$ cat src/rtl/pipelined_cla_adder_if.sv
// Operand/result handshake bundle for pipelined_cla_adder: valid/ready on the operand side
// and on the result side; master drives operands and out_ready, slave is the adder.
interface pipelined_cla_adder_if #(
    parameter int BIT_LEN = 64
);
    logic               in_valid;
    logic               in_ready;
    logic [BIT_LEN-1:0] A;
    logic [BIT_LEN-1:0] B;
    logic               cin;
    logic               sub;
    logic               out_valid;
    logic               out_ready;
    logic [BIT_LEN-1:0] S;
    logic               cout;

    modport master (
        output in_valid, A, B, cin, sub, out_ready,
        input  in_ready, out_valid, S, cout
    );

    modport slave (
        input  in_valid, A, B, cin, sub, out_ready,
        output in_ready, out_valid, S, cout
    );
endinterface

$ cat src/rtl/pipelined_cla_adder.sv
// Segmented carry-lookahead add/subtract, one SEG_LEN slice per stage; latency NUM_SEGS cycles.
// Backpressure: the whole pipe advances only when the output slot is empty or out_ready is high.
module pipelined_cla_adder #(
    parameter int BIT_LEN = 64,
    parameter int SEG_LEN = 16
) (
    input  logic                 clk,
    input  logic                 rst_n,
    pipelined_cla_adder_if.slave bus
);
    localparam int NUM_SEGS = BIT_LEN / SEG_LEN;
    localparam int NUM_GRP  = SEG_LEN / 4;

    if ((SEG_LEN % 4) != 0 || SEG_LEN < 4 || SEG_LEN > 64 || (BIT_LEN % SEG_LEN) != 0) begin : g_bad_params
        $error("pipelined_cla_adder: illegal BIT_LEN/SEG_LEN combination");
    end

    logic adv;

    assign adv          = ~bus.out_valid | bus.out_ready;
    assign bus.in_ready = adv;

    // Two-level lookahead: every carry is a flat sum of products of g/p terms, so no
    // carry depends on another carry of the same level.
    function automatic logic [SEG_LEN:0] cla_seg(
        input logic [SEG_LEN-1:0] a,
        input logic [SEG_LEN-1:0] b,
        input logic               ci
    );
        logic [SEG_LEN-1:0] g, p, c;
        logic [NUM_GRP-1:0] gg, gp;
        logic [NUM_GRP:0]   gc;
        logic               term;
        g = a & b;
        p = a | b;
        for (int j = 0; j < NUM_GRP; j++) begin
            gg[j] = g[4*j+3] | (p[4*j+3] & g[4*j+2]) | (p[4*j+3] & p[4*j+2] & g[4*j+1])
                  | (p[4*j+3] & p[4*j+2] & p[4*j+1] & g[4*j]);
            gp[j] = &p[4*j +: 4];
        end
        for (int j = 0; j <= NUM_GRP; j++) begin
            term = ci;
            for (int m = 0; m < j; m++) term = term & gp[m];
            gc[j] = term;
            for (int i = 0; i < j; i++) begin
                term = gg[i];
                for (int m = i + 1; m < j; m++) term = term & gp[m];
                gc[j] = gc[j] | term;
            end
        end
        for (int j = 0; j < NUM_GRP; j++) begin
            for (int k = 0; k < 4; k++) begin
                term = gc[j];
                for (int m = 0; m < k; m++) term = term & p[4*j+m];
                c[4*j+k] = term;
                for (int i = 0; i < k; i++) begin
                    term = g[4*j+i];
                    for (int m = i + 1; m < k; m++) term = term & p[4*j+m];
                    c[4*j+k] = c[4*j+k] | term;
                end
            end
        end
        return {gc[NUM_GRP], a ^ b ^ c};
    endfunction

    for (genvar k = 0; k < NUM_SEGS; k++) begin : g_stage
        // Operand bits still to be resolved from this stage upwards.
        localparam int SRC_W = BIT_LEN - k * SEG_LEN;

        logic [SRC_W-1:0]   src_a, src_b;
        logic [BIT_LEN-1:0] src_s, nxt_s;
        logic               src_c, src_v;
        logic [SEG_LEN:0]   seg_res;
        logic               q_v, q_c;
        logic [BIT_LEN-1:0] q_s;

        if (k == 0) begin : g_head
            assign src_a = bus.A;
            assign src_b = bus.sub ? ~bus.B : bus.B;
            assign src_s = '0;
            assign src_c = bus.cin ^ bus.sub;
            assign src_v = bus.in_valid;
        end else begin : g_body
            assign src_a = g_stage[k-1].g_ops.q_a;
            assign src_b = g_stage[k-1].g_ops.q_b;
            assign src_s = g_stage[k-1].q_s;
            assign src_c = g_stage[k-1].q_c;
            assign src_v = g_stage[k-1].q_v;
        end

        assign seg_res = cla_seg(src_a[SEG_LEN-1:0], src_b[SEG_LEN-1:0], src_c);

        always_comb begin
            nxt_s = src_s;
            nxt_s[k*SEG_LEN +: SEG_LEN] = seg_res[SEG_LEN-1:0];
        end

        always_ff @(posedge clk or negedge rst_n) begin
            if (!rst_n) begin
                q_v <= 1'b0;
                q_c <= 1'b0;
                q_s <= '0;
            end else if (adv) begin
                q_v <= src_v;
                q_c <= seg_res[SEG_LEN];
                q_s <= nxt_s;
            end
        end

        if (k < NUM_SEGS - 1) begin : g_ops
            logic [SRC_W-SEG_LEN-1:0] q_a, q_b;

            always_ff @(posedge clk or negedge rst_n) begin
                if (!rst_n) begin
                    q_a <= '0;
                    q_b <= '0;
                end else if (adv) begin
                    q_a <= src_a[SRC_W-1:SEG_LEN];
                    q_b <= src_b[SRC_W-1:SEG_LEN];
                end
            end
        end
    end

    assign bus.out_valid = g_stage[NUM_SEGS-1].q_v;
    assign bus.S         = g_stage[NUM_SEGS-1].q_s;
    assign bus.cout      = g_stage[NUM_SEGS-1].q_c;
endmodule

$ cat src/flat_wrapper.sv
// flat-port wrapper written by rule: the top's interface ports become plain ports
module pipelined_cla_adder_flat 
#(
    parameter int BIT_LEN = 64,
    parameter int SEG_LEN = 16
)
  (clk, rst_n, bus_in_valid, bus_A, bus_B, bus_cin, bus_sub, bus_out_ready, bus_in_ready, bus_out_valid, bus_S, bus_cout);
  pipelined_cla_adder_if #(.BIT_LEN(BIT_LEN)) bus_i ();
  input  logic clk;
  input  logic rst_n;
  input wire logic [$bits(bus_i.in_valid)-1:0] bus_in_valid;
  input wire logic [$bits(bus_i.A)-1:0] bus_A;
  input wire logic [$bits(bus_i.B)-1:0] bus_B;
  input wire logic [$bits(bus_i.cin)-1:0] bus_cin;
  input wire logic [$bits(bus_i.sub)-1:0] bus_sub;
  input wire logic [$bits(bus_i.out_ready)-1:0] bus_out_ready;
  output wire logic [$bits(bus_i.in_ready)-1:0] bus_in_ready;
  output wire logic [$bits(bus_i.out_valid)-1:0] bus_out_valid;
  output wire logic [$bits(bus_i.S)-1:0] bus_S;
  output wire logic [$bits(bus_i.cout)-1:0] bus_cout;
  assign bus_i.in_valid = bus_in_valid;
  assign bus_i.A = bus_A;
  assign bus_i.B = bus_B;
  assign bus_i.cin = bus_cin;
  assign bus_i.sub = bus_sub;
  assign bus_i.out_ready = bus_out_ready;
  assign bus_in_ready = bus_i.in_ready;
  assign bus_out_valid = bus_i.out_valid;
  assign bus_S = bus_i.S;
  assign bus_cout = bus_i.cout;
  pipelined_cla_adder #(.BIT_LEN(BIT_LEN), .SEG_LEN(SEG_LEN)) u_core (.clk(clk), .rst_n(rst_n), .bus(bus_i));
endmodule
$ cat config.mk
export PLATFORM = sky130hd
export DESIGN_NAME = pipelined_cla_adder_flat
export DESIGN_NICKNAME = d
export VERILOG_FILES = /design/src/rtl/pipelined_cla_adder_if.sv /design/src/rtl/pipelined_cla_adder.sv /design/src/flat_wrapper.sv
export SDC_FILE = /design/constraint.sdc
export NUM_CORES = 1
export LEC_CHECK = 0
export BUFFER_PORTS_ARGS = -buffer_cell sky130_fd_sc_hd__clkbuf_2
export CAP_MARGIN = 20
export CORE_MARGIN = 3
export CORE_UTILIZATION = 40
export CTS_CLUSTER_DIAMETER = 50
export DETAILED_ROUTE_END_ITERATION = 16
export PLACE_DENSITY_LB_ADDON = 0.1
export SYNTH_ARGS = -nofsm -noshare
export SYNTH_HDL_FRONTEND = slang
export SYNTH_SLANG_ARGS = --single-unit
$ cat constraint.sdc
create_clock -name clk -period 5.2 [get_ports clk]
set_input_delay 0.52 -clock clk [delete_from_list [all_inputs] [get_ports clk]]
set_output_delay 0.52 -clock clk [all_outputs]
set_load 0.02 [all_outputs]
### After elaboration in Yosys (flattened, before gate mapping)

Index checks and enable logic that the tools add are counted.

* register bits after elaboration: 360
* latch bits: 0
* memory bits (writable): 0
* ROM bits: 0
* word-level logic and storage cells: 455
* memories kept: 0

* add/subtract/negate cells: 0
* multipliers: 0
* divide/modulo/power cells: 0
* order comparisons: 0
* equal/unequal tests: 0
* shifts and indexed selects: 0
* multiplexer cells: 1
* bitwise logic cells: 420
* reduce and logical (&&, ||, !) cells: 16

Operators with widths (count)
* 1-bit AND: 216
* 1-bit bitwise OR: 185
* 16-bit XOR: 8
* 16-bit AND: 4
* 64-bit 2-to-1 mux: 1
* 64-bit NOT: 1
* 16-bit bitwise OR: 4
* 4-bit AND reduction: 16
* 1-bit NOT: 1
* 1-bit XOR: 1

### Longest topological paths before layout

* depth in word-level cells: 19
* depth in mapped cells: 14
* gate-level depth less buffers: 12

### Worst setup path after synthesis

OpenSTA, ideal clock, no wires.

* kind: in2reg
* start point: input bus_sub
* end point: register u_core.g_stage[0].q_s[13]
* setup time: 0.148 ns
* data arrival time: 3.314 ns
* required time: 5.052 ns
* slack: 1.738 ns
* stages: 13
* path buffers: 2
* path through: clkbuf_1 > buf_2 > xor2_1 > inv_1 > ha_1 > or4_4 > a31oi_2 > o21ai_1 > a21oi_2 > a21oi_1 > fa_1 > xor2_1 > a21oi_1

* word-level cells in the longest chain between the ends: 14

Ends and longest elaborated chain
* start: declaration: line flat_wrapper.sv:15 `input wire logic [$bits(bus_i.sub)-1:0] bus_sub;`
* 64-bit 2-to-1 mux: line pipelined_cla_adder.sv:79 `assign src_b = bus.sub ? ~bus.B : bus.B;`
* 16-bit bitwise OR or 16-bit AND (tied branches): line pipelined_cla_adder.sv:35, pipelined_cla_adder.sv:34
* 1-bit AND (on tied branches): line pipelined_cla_adder.sv:37, pipelined_cla_adder.sv:38
* 1-bit bitwise OR (tied with other cells): line pipelined_cla_adder.sv:37 `gg[j] = g[4*j+3] | (p[4*j+3] & g[4*j+2]) | (p[4*j+3] & p[4*j+2] & g[4*j+1])`
* 1-bit bitwise OR or 1-bit AND (tied branches): line pipelined_cla_adder.sv:37, pipelined_cla_adder.sv:38
* 1-bit bitwise OR: line pipelined_cla_adder.sv:38 `| (p[4*j+3] & p[4*j+2] & p[4*j+1] & g[4*j]);`
* 1-bit AND (2 in a row): line pipelined_cla_adder.sv:47 `for (int m = i + 1; m < j; m++) term = term & gp[m];`
* 1-bit bitwise OR (3 in a row): line pipelined_cla_adder.sv:48 `gc[j] = gc[j] | term;`
* 1-bit AND: line pipelined_cla_adder.sv:54 `for (int m = 0; m < k; m++) term = term & p[4*j+m];`
* 1-bit bitwise OR: line pipelined_cla_adder.sv:59 `c[4*j+k] = c[4*j+k] | term;`
* 16-bit XOR (*): line pipelined_cla_adder.sv:63 `return {gc[NUM_GRP], a ^ b ^ c};`
* end signal: assignment: line pipelined_cla_adder.sv:106 `q_s <= nxt_s;`
* end: declaration: line pipelined_cla_adder.sv:75 `logic [BIT_LEN-1:0] q_s;`

Mark *: on every way between the ends. The rest lies on a longest branch, timed or not.
A chain may end at the register's enable or synchronous reset.

### Worst setup path in the final report

* start point: register u_core.g_stage[3].q_v (netlist: u_core.bus.out_valid)
* end point: output bus_in_ready

* word-level cells in the longest chain between the ends: 2

Ends and longest elaborated chain
* start: declaration: line pipelined_cla_adder.sv:74 `logic q_v, q_c;`
* start signal: assignment: line pipelined_cla_adder.sv:104 `q_v <= src_v;`
* 1-bit NOT: line pipelined_cla_adder.sv:20 `assign adv = ~bus.out_valid | bus.out_ready;`
* 1-bit bitwise OR: line pipelined_cla_adder.sv:20
* end: declaration: line flat_wrapper.sv:17 `output wire logic [$bits(bus_i.in_ready)-1:0] bus_in_ready;`

No other way between the ends.

==> metrics.yaml <==
status: "completed"
cp_slowest_cell: "nor2b_4"
start_util_pct: 40.8
synth_top_cells_by_area: "dfrtp_1 51%, nand2_1 15%, ha_1 9.1%"
htree_levels: 2
crit_family: "simple AND/OR/NAND/NOR gates"
async_reset_ff_share_pct: 100
clk_pin_slew_ns: 0.06
num-nets-final: 2398
synth-warning-count: 0
cts_tree: "yes"
path_cells: "nor2b_4 -> inv_8 -> clkbuf_2"
cp.arrival_ns: 2.58
final_hold_viol_count: 0
drc: 0
period_minus_slack_ns: 3.10
grt_pass1_vias: 12800
p_clk_share_pct: 26.2
antenna_found_initial: 1
syn_nets: 2226
syn_avg_cell_area_um2: 9.07
vias: 12800
drive_gt1_share_pct: 14.0
fin_skew_ns: 0.0115
rsz0062_at_grt: "false"
ys_types: 54
final_common_cell: "nand2_1"
grt_use_total_pct: 16.9
max_cap_violations: 0
fin_crit_sh_pct: 59.7
clockRootBuffer: "clkbuf_16"
slowest_delay_ns: 0.81
chipWidth_um: 216
fp.dieH_um: 216
yosys.area.top_type: "dfrtp_1"
worstSkewPairLatency_ns: 0.56
area_growth_pct: 17.9
finalSetupViolations: 0
gp_congestion: 0.829
path_class: "flip-flop to primary output"
firstDrtPassIters: 5
ant_nets: 0
p_sw_share_pct: 37.6
max_freq_ghz: 0.322
yosysSeqAreaShare_pct: 51.0
drv_slew: 0
grt_pass1_wl_mm: 65.2
synth_edf_count: 0
wl_mm: 38.6
crit_required_ns: 4.68
num_io_pins: 201
ys_ff_latch: 360
leakage_nw: 10.8
dieArea_um2: 46700
start_kind: "flip-flop"
cts.repair.resized: 0
path_max_fanout: 149
combinationalPowerShare_pct: 36.6
cts_sinks: 360
grt.overflow.total: 0
tightestPinTransition_ns: 1.04
synthDominantCellAreaShare_pct: 51.0
via_per_inst: 4.67
final_cell_mix: "686 x nand2_1, 360 x dfrtp_1, 198 x clkbuf_2, 159 x inv_1, 158 x o21ai_0"
endpoint_kind: "primary output"
p_int_w: 0.00804
postCtsHoldBufs: 0
setup_tns_ns: 0
syn_inst: 1948
power_density_nw_per_um2: 617
drt-wirelength-per-cell_um: 14.1
critical_path_buf_inv_count: 2
grt_max_degree: 150
whs_ns: 0.0228
switching_power_w: 0.00483
rows: 76
max_slew_margin_pct: 30.7
max-clock-path-buffers: 3
irDropWorstVdd_mv: 0.269
hold_path_class: "input port to asynchronous set/reset pin"
postCtsSetupBuffers: 0
ys.flop_type: "dfrtp_1"
port-buffer-count: 200
syn_area_um2: 17700
core_area_um2: 43400
fillers: 4229
first_iter_violations: 840
place_hpwl_mm: 26.1
numCtsBuffers: 47
p_seq_share_pct: 37.3
## power by group through the flow
stage	clock network (W)	logic (W)	registers, W
floorplan	0	0.00325	0.00496
global placement	0	0.00469	0.00481
detailed placement	0	0.00477	0.00485
CTS	0.00348	0.00480	0.00481
global route	0.00362	0.00544	0.00497
finish	0.00337	0.00470	0.00479
## worst paths after layout
path	startpoint	to	slack, ns	depth (start not counted)
max in group asynchronous	rst_n	u_core.g_stage[0].g_ops.q_a[37]	3.94	2
min	rst_n	u_core.bus.S[23]	0.02	1
max	u_core.bus.out_valid	bus_in_ready	2.10	3
min in group clk	bus_A[61]	u_core.g_stage[0].g_ops.q_a[45]	0.16	3
max reg2reg	u_core.g_stage[2].g_ops.q_b[0]	u_core.bus.S[61]	2.40	11
min reg2reg	u_core.g_stage[2].q_v	u_core.g_stage[2].q_v	0.46	2
## metrics by stage
step           power [W]  std cells  worst slack [ns]  util [%]  cell area, µm²
5_1_grt           0.0140       2740              1.78      48.1           20800
3_3_place_gp     0.00951       2656              1.57      44.3           19200
6_report          0.0129       2740              2.10      48.1           20800
3_5_place_dp     0.00962       2656              1.50      44.3           19200
2_1_floorplan    0.00821       1948              1.74         -           17700
4_1_cts           0.0131       2739              1.93      48.1           20800
## sequential cells by signal (all words and copies together) (netlist names)
name	flops
u_core.g_stage.q_v	3
u_core.g_stage.q_c	3
u_core.bus.out_valid	1
u_core.g_stage.g_ops.q_b	96
u_core.g_stage.q_s	96
u_core.bus.cout	1
u_core.bus.S	64
u_core.g_stage.g_ops.q_a	96
## synthesized netlist by cell type (all sizes together) (5+ instances only)
master	n
dfrtp	360
fa	16
xor2	37
nand3b	5
nor3b	7
a21oi	37
nor2b	12
o21ai	166
a21o	6
nand3	8
a211oi	8
clkbuf	71
o21bai	10
xnor2	66
buf	17
nand2b	9
nand2	686
inv	160
o31ai	5
ha	128
o21a	6
nor2	49
nor3	23
## area by class of cell
class | instances | area, µm² | area share (%)
clock buffers | 58 | 1300 | 6.24
inverters | 160 | 608 | 2.92
diodes | 1 | 2.50 | 0.0120
flip-flops and latches | 360 | 9010 | 43.2
well taps | 585 | 732 | 3.51
repair buffers | 211 | 1120 | 5.38
multi-input cells | 1340 | 7740 | 37.1
clock inverters | 25 | 332 | 1.59
## metal layers
| metal | routed length, µm | global-route usage (%) | up-vias |
|---|---|---|---|
| met5 | 0 | 0 | - |
| met4 | 750 | 4.53 | 0 |
| met2 | 16900 | 25.7 | 177 |
| met3 | 1560 | 3.45 | 59 |
| met1 | 19500 | 24.6 | 6070 |
| li1 | - | - | 6492 |
## logic make-up after synthesis
group / share of synthesized area, %
compound gates: 9.08
xor+xnor: 5.10
mux: 0.170
fa+ha+maj: 10.9
simple gates: 18.5
buf+inv: 5.30
flops: 51.0
Note: power is estimated with default switching activity, not from simulation.
